[src/rtl/lsu_stage.sv]
// rtl/lsu_stage.sv - memory-access stage: load/store alignment, dmem handshake, registered write-back
module lsu_stage #(
    parameter int ADDR_W = 32
) (
    input  logic              clk,
    input  logic              rst_n,
    input  logic              in_valid,
    output logic              in_ready,
    input  logic [31:0]       alu_result,
    input  logic [31:0]       store_data,
    input  logic [3:0]        mem_op,
    input  logic [4:0]        rd_in,
    output logic              dmem_req,
    output logic              dmem_we,
    output logic [3:0]        dmem_be,
    output logic [ADDR_W-1:0] dmem_addr,
    output logic [31:0]       dmem_wdata,
    input  logic              dmem_ack,
    input  logic [31:0]       dmem_rdata,
    output logic              wb_valid,
    output logic              wb_we,
    output logic [4:0]        wb_rd,
    output logic [31:0]       wb_data,
    output logic              addr_err
);

    localparam logic [1:0] IDLE = 2'd0;
    localparam logic [1:0] MEM  = 2'd1;
    localparam logic [1:0] RESP = 2'd2;

    localparam logic [3:0] OP_LB  = 4'b0001;
    localparam logic [3:0] OP_LBU = 4'b0010;
    localparam logic [3:0] OP_LH  = 4'b0011;
    localparam logic [3:0] OP_LHU = 4'b0100;
    localparam logic [3:0] OP_LW  = 4'b0101;
    localparam logic [3:0] OP_SB  = 4'b1001;
    localparam logic [3:0] OP_SH  = 4'b1010;
    localparam logic [3:0] OP_SW  = 4'b1011;

    logic [1:0]  state;
    logic [3:0]  op_q;
    logic [1:0]  lane_q;
    logic [4:0]  rd_q;

    logic        in_mem;
    logic        in_store;
    logic        in_misaligned;
    logic [3:0]  in_be;
    logic [31:0] in_wdata;
    logic [31:0] lane_word;
    logic [31:0] load_val;

    assign in_ready = (state == IDLE);

    // Decode of the operation being offered; unknown codes fall through as pass-through.
    always_comb begin
        in_mem        = 1'b0;
        in_store      = 1'b0;
        in_misaligned = 1'b0;
        in_be         = 4'b1111;
        in_wdata      = 32'd0;
        case (mem_op)
            OP_LB, OP_LBU: in_mem = 1'b1;
            OP_LH, OP_LHU: begin
                in_mem        = 1'b1;
                in_misaligned = alu_result[0];
            end
            OP_LW: begin
                in_mem        = 1'b1;
                in_misaligned = |alu_result[1:0];
            end
            OP_SB: begin
                in_mem   = 1'b1;
                in_store = 1'b1;
                in_be    = 4'b0001 << alu_result[1:0];
                in_wdata = {4{store_data[7:0]}};
            end
            OP_SH: begin
                in_mem        = 1'b1;
                in_store      = 1'b1;
                in_misaligned = alu_result[0];
                in_be         = alu_result[1] ? 4'b1100 : 4'b0011;
                in_wdata      = {2{store_data[15:0]}};
            end
            OP_SW: begin
                in_mem        = 1'b1;
                in_store      = 1'b1;
                in_misaligned = |alu_result[1:0];
                in_wdata      = store_data;
            end
            default: in_mem = 1'b0;
        endcase
    end

    // Lane extraction and extension of the returned word.
    always_comb begin
        lane_word = dmem_rdata >> {lane_q, 3'b000};
        case (op_q)
            OP_LB:   load_val = {{24{lane_word[7]}}, lane_word[7:0]};
            OP_LBU:  load_val = {24'd0, lane_word[7:0]};
            OP_LH:   load_val = {{16{lane_word[15]}}, lane_word[15:0]};
            OP_LHU:  load_val = {16'd0, lane_word[15:0]};
            default: load_val = dmem_rdata;
        endcase
    end

    always_ff @(posedge clk or negedge rst_n) begin
        if (!rst_n) begin
            state      <= IDLE;
            op_q       <= 4'd0;
            lane_q     <= 2'd0;
            rd_q       <= 5'd0;
            dmem_req   <= 1'b0;
            dmem_we    <= 1'b0;
            dmem_be    <= 4'd0;
            dmem_addr  <= '0;
            dmem_wdata <= 32'd0;
            wb_valid   <= 1'b0;
            wb_we      <= 1'b0;
            wb_rd      <= 5'd0;
            wb_data    <= 32'd0;
            addr_err   <= 1'b0;
        end else begin
            case (state)
                IDLE: begin
                    if (in_valid) begin
                        op_q   <= mem_op;
                        lane_q <= alu_result[1:0];
                        rd_q   <= rd_in;
                        if (in_mem && !in_misaligned) begin
                            state      <= MEM;
                            dmem_req   <= 1'b1;
                            dmem_we    <= in_store;
                            dmem_be    <= in_be;
                            dmem_addr  <= {alu_result[ADDR_W-1:2], 2'b00};
                            dmem_wdata <= in_wdata;
                        end else begin
                            state    <= RESP;
                            wb_valid <= 1'b1;
                            wb_rd    <= rd_in;
                            wb_data  <= alu_result;
                            wb_we    <= !in_misaligned && (rd_in != 5'd0);
                            addr_err <= in_misaligned;
                        end
                    end
                end
                MEM: begin
                    if (dmem_ack) begin
                        state      <= RESP;
                        dmem_req   <= 1'b0;
                        dmem_we    <= 1'b0;
                        dmem_be    <= 4'd0;
                        dmem_addr  <= '0;
                        dmem_wdata <= 32'd0;
                        wb_valid   <= 1'b1;
                        wb_rd      <= rd_q;
                        wb_we      <= !op_q[3] && (rd_q != 5'd0);
                        wb_data    <= op_q[3] ? 32'd0 : load_val;
                    end
                end
                RESP: begin
                    state    <= IDLE;
                    wb_valid <= 1'b0;
                    wb_we    <= 1'b0;
                    wb_rd    <= 5'd0;
                    wb_data  <= 32'd0;
                    addr_err <= 1'b0;
                end
                default: state <= IDLE;
            endcase
        end
    end

endmodule
[config.mk]
export PLATFORM = sky130hd
export DESIGN_NAME = lsu_stage
export DESIGN_NICKNAME = d
export VERILOG_FILES = /design/src/rtl/lsu_stage.sv
export SDC_FILE = /design/constraint.sdc
export NUM_CORES = 1
export LEC_CHECK = 0
export ABC_AREA = 1
export BUFFER_PORTS_ARGS = -buffer_cell sky130_fd_sc_hd__buf_2
export CORE_UTILIZATION = 52
export CTS_CLUSTER_SIZE = 30
export DETAILED_ROUTE_END_ITERATION = 10
export HOLD_SLACK_MARGIN = 0.12
export PLACE_DENSITY = 0.81
export SLEW_MARGIN = 20
export SYNTH_ARGS = -nofsm -noshare
export SYNTH_HDL_FRONTEND = slang
export SYNTH_SLANG_ARGS = --single-unit
export TNS_END_PERCENT = 1
[constraint.sdc]
create_clock -name clk -period 2 [get_ports clk]
set_input_delay 0.4 -clock clk [delete_from_list [all_inputs] [get_ports clk]]
set_output_delay 0.4 -clock clk [all_outputs]
set_load 0.05 [all_outputs]
==> impl_metrics.py <==
metrics = {
    "power": {
        "power_density_nw_per_um2": 2040,
        "power_leakage_uw": 0.00488,
        "ir_drop_v": 0.00155,
    },
    "synth": {
        "synth_top_family_by_area": "simple AND/OR/NAND/NOR gates",
        "synth.distinct_cells": 37,
        "ys_async_sr_fraction_pct": 100,
        "synth_seq_area_share_pct": 44.4,
        "synth_xor_area_share_pct": 0,
        "ys_seq_elements": 121,
        "netlist_area_um2": 6820,
        "synthAdderAreaFrac_pct": 0.734,
        "ys.flop_type": "dfrtp_1",
        "synth-simple-area-share_pct": 30.0,
        "ys_warn_count": 0,
        "synth_compound_area_share_pct": 15.5,
        "syn_inst": 933,
        "syn_area_per_cell_um2": 7.31,
        "synth_mux_area_share_pct": 0,
        "synth_edf_count": 0,
    },
    "worst_setup_path": {
        "cp_max_fo": 59,
        "cp_data_required_time_ns": 2.32,
        "cp-startpoint": "state[0]$_DFFE_PN0P_",
        "ff2ff_path_depth": 10,
        "crit_type": "flop to flop",
        "critPathCapture": "dmem_addr[16]$_DFFE_PN0P_",
        "ff2ff_setup_slack_ns": 0.09,
        "worstReg2RegStart": "state[0]$_DFFE_PN0P_",
        "reg2reg_to": "dmem_addr[16]$_DFFE_PN0P_",
        "start_kind": "flop",
        "cp.arrival_ns": 2.22,
        "cp-end-kind": "flop",
    },
    "drt": {
        "vias": 7053,
        "wirelength_um": 20600,
        "viasPerCell": 5.32,
        "wl_per_cell_um": 15.6,
        "drtPass1Iterations": 6,
        "first_iter_violations": 638,
        "drc_errors": 0,
        "ant_nets": 0,
    },
    "sta": {
        "setup_viol": 0,
        "drv_slew": 0,
        "holdWs_ns": 0.252,
        "post-route-period-util_pct": 95.3,
        "setup_tns_ns": 0,
        "fmax_mhz": 525,
        "finalClockSkew_ns": 0.00674,
        "tightest_slew_ns": 0.594,
        "hold_violations": 0,
        "rsz0062_at_grt": "false",
        "fin_crit_ns": 1.91,
        "max-slew-margin-rel_pct": 60.3,
    },
    "job": {
        "drv_cap": 0,
    },
    "floorplan": {
        "die_w_um": 117,
        "dieHeight_um": 117,
        "start_util_pct": 53.6,
        "std_cell_rows": 41,
        "ios": 220,
        "fp.dieArea_um2": 13600,
        "coreArea_um2": 12700,
    },
    "global_route": {
        "antenna_found_initial": 0,
        "grt_pass1_vias": 6281,
        "overflow": 0,
        "grt.total_usage_pct": 30.9,
        "grt_pass1_wl_um": 32000,
        "grt_max_degree": 60,
    },
    "cells_and_area": {
        "area_growth_pct": 28.6,
        "nets": 1255,
        "layout-drive-gt1-share_pct": 26.5,
        "antenna_cells": 0,
    },
    "clock_network": {
        "clock_sinks": 121,
        "root_buffer": "clkbuf_16",
        "clkSlewWorstSetupHoldPaths_ns": 0.06,
        "h-tree-depth": 4,
        "clockBufferDepth": 2,
        "clk_latency_ns": 0.42,
        "cts_tree": "yes",
        "numCtsBuffers": 17,
    },
    "place": {
        "io_buffers": 217,
        "globalplace.congestion": 0.979,
        "dp_hpwl_um": 14700,
    },
    "status": {
        "status": "completed",
    },
    "min_path": {
        "hp-class": "primary input to flop",
        "whs_path_depth": 3,
    },
}
## kinds of logic (layout without fill, tap and decap cells)
| kind of cell | count (synthesis) | count (layout) |
|---|---|---|
| buf+inv | 144 | 363 |
| simple gates | 479 | 479 |
| other cells | 1 | 2 |
| fa+ha+maj | 4 | 4 |
| flops | 121 | 121 |
| compound gates | 184 | 184 |
## cells in the mapped netlist (8+ instances only)
master / number / area, um^2
nand4_1: 8 / 50.1
a21boi_0: 25 / 188
o21ai_1: 43 / 215
clkbuf_1: 21 / 78.8
a21oi_1: 8 / 40.0
a22o_1: 8 / 70.1
o21ai_0: 85 / 425
dfrtp_1: 121 / 3030
nor2_1: 8 / 30.0
nand3_1: 78 / 390
inv_1: 79 / 297
o211ai_1: 10 / 75.1
nand2_1: 351 / 1320
nand3b_1: 9 / 67.6
buf_2: 24 / 120
## metal layers
metal | track usage (%) | share of wire, % | vias up
met5 | 0 | 0 | -
met4 | 10.8 | 2.0 | 0
met3 | 6.64 | 7.6 | 40
met2 | 50.3 | 47 | 322
met1 | 40.7 | 43 | 3268
li1 | - | - | 3423
## state kept, by name, summed over array words and instances (netlist names)
name,flops
dmem_we,1
wb_rd,5
wb_we,1
dmem_addr,30
dmem_req,1
rd_q,5
op_q,4
state,2
dmem_be,4
lane_q,2
wb_data,32
wb_valid,1
dmem_wdata,32
addr_err,1
## timing repair
item / CTS / global route
hold buffers: 1 / 0
endpoints found under the setup margin: 1 / 80
setup buffers: 0 / 1
gates resized for setup: 1 / 8
endpoints found under the hold margin: 26 / 0
## worst max-delay path, cell delays in order (launching register included)
cell and delay (ns):
dfrtp_1 0.43, inv_2 0.11, ha_4 0.17, inv_1 0.05, or2_2 0.31, nand2_4 0.11
a21oi_4 0.04, nand2_4 0.12, buf_16 0.23, nand2_1 0.10, o21ai_0 0.11
## how the worst min path moves through the flow
stage                               from                   endpoint
after floorplan                    rst_n       addr_err$_DFFE_PN0P_
after global placement             rst_n  dmem_addr[12]$_DFFE_PN0P_
after detailed placement           rst_n  dmem_addr[15]$_DFFE_PN0P_
after CTS                 alu_result[27]  dmem_addr[27]$_DFFE_PN0P_
after global routing      alu_result[23]  dmem_addr[23]$_DFFE_PN0P_
final                     alu_result[18]  dmem_addr[18]$_DFFE_PN0P_
## report_power, final
| group | internal, uW | switching (uW) | leakage, uW |
|---|---|---|---|
| Sequential | 3600 | 670 | 0.00156 |
| Clock | 2000 | 1060 | 0.000286 |
| Combinational | 2850 | 7710 | 0.00303 |
| Total | 8450 | 9450 | 0.00488 |
## cells in the final DEF (no fill, tap or decap), drive strengths merged
cell         netlist  layout
buf               34     245
ha                 4       4
nor2              12      12
nand3b             9       9
bufinv             0       3
dfrtp            121     121
o21ai            129     129
nand2            357     357
a31oi              1       1
and2               6       6
clkbuf            23      22
dlygate4sd3        0       1
nand3             82      82
or2                2       2
clkinv             1       5
conb               1       2
o22ai              2       2
nand4              9       9
a21oi              9       9
nor4               2       2
clkinvlp           0       1
inv               86      86
a22o               8       8
o211ai            10      10
a21boi            25      25
## per-stage QoR
| step | utilization, % | worst slack (ns) | cell area, um^2 | total power, uW | instances |
|---|---|---|---|---|---|
| 3_5_place_dp | 64.0 | 0.0488 | 8140 | 14600 | 1293 |
| 6_report | 68.9 | 0.0939 | 8770 | 17900 | 1325 |
| 2_1_floorplan | - | 0.0451 | 6840 | 12100 | 934 |
| 3_3_place_gp | 64.0 | 0.165 | 8140 | 14500 | 1293 |
| 5_1_grt | 68.9 | 0.00116 | 8770 | 19000 | 1325 |
| 4_1_cts | 68.7 | 0.0323 | 8740 | 17800 | 1324 |
## layout make-up
class,instances,area [um^2]
Inverter,87,327
Clock buffer,22,464
Timing Repair Buffer,246,1420
Tap cell,172,215
Fill cell,1074,3950
Sequential cell,121,3030
Multi-Input combinational cell,669,3200
Clock inverter,8,121
Power figures use the tool's default switching activity.
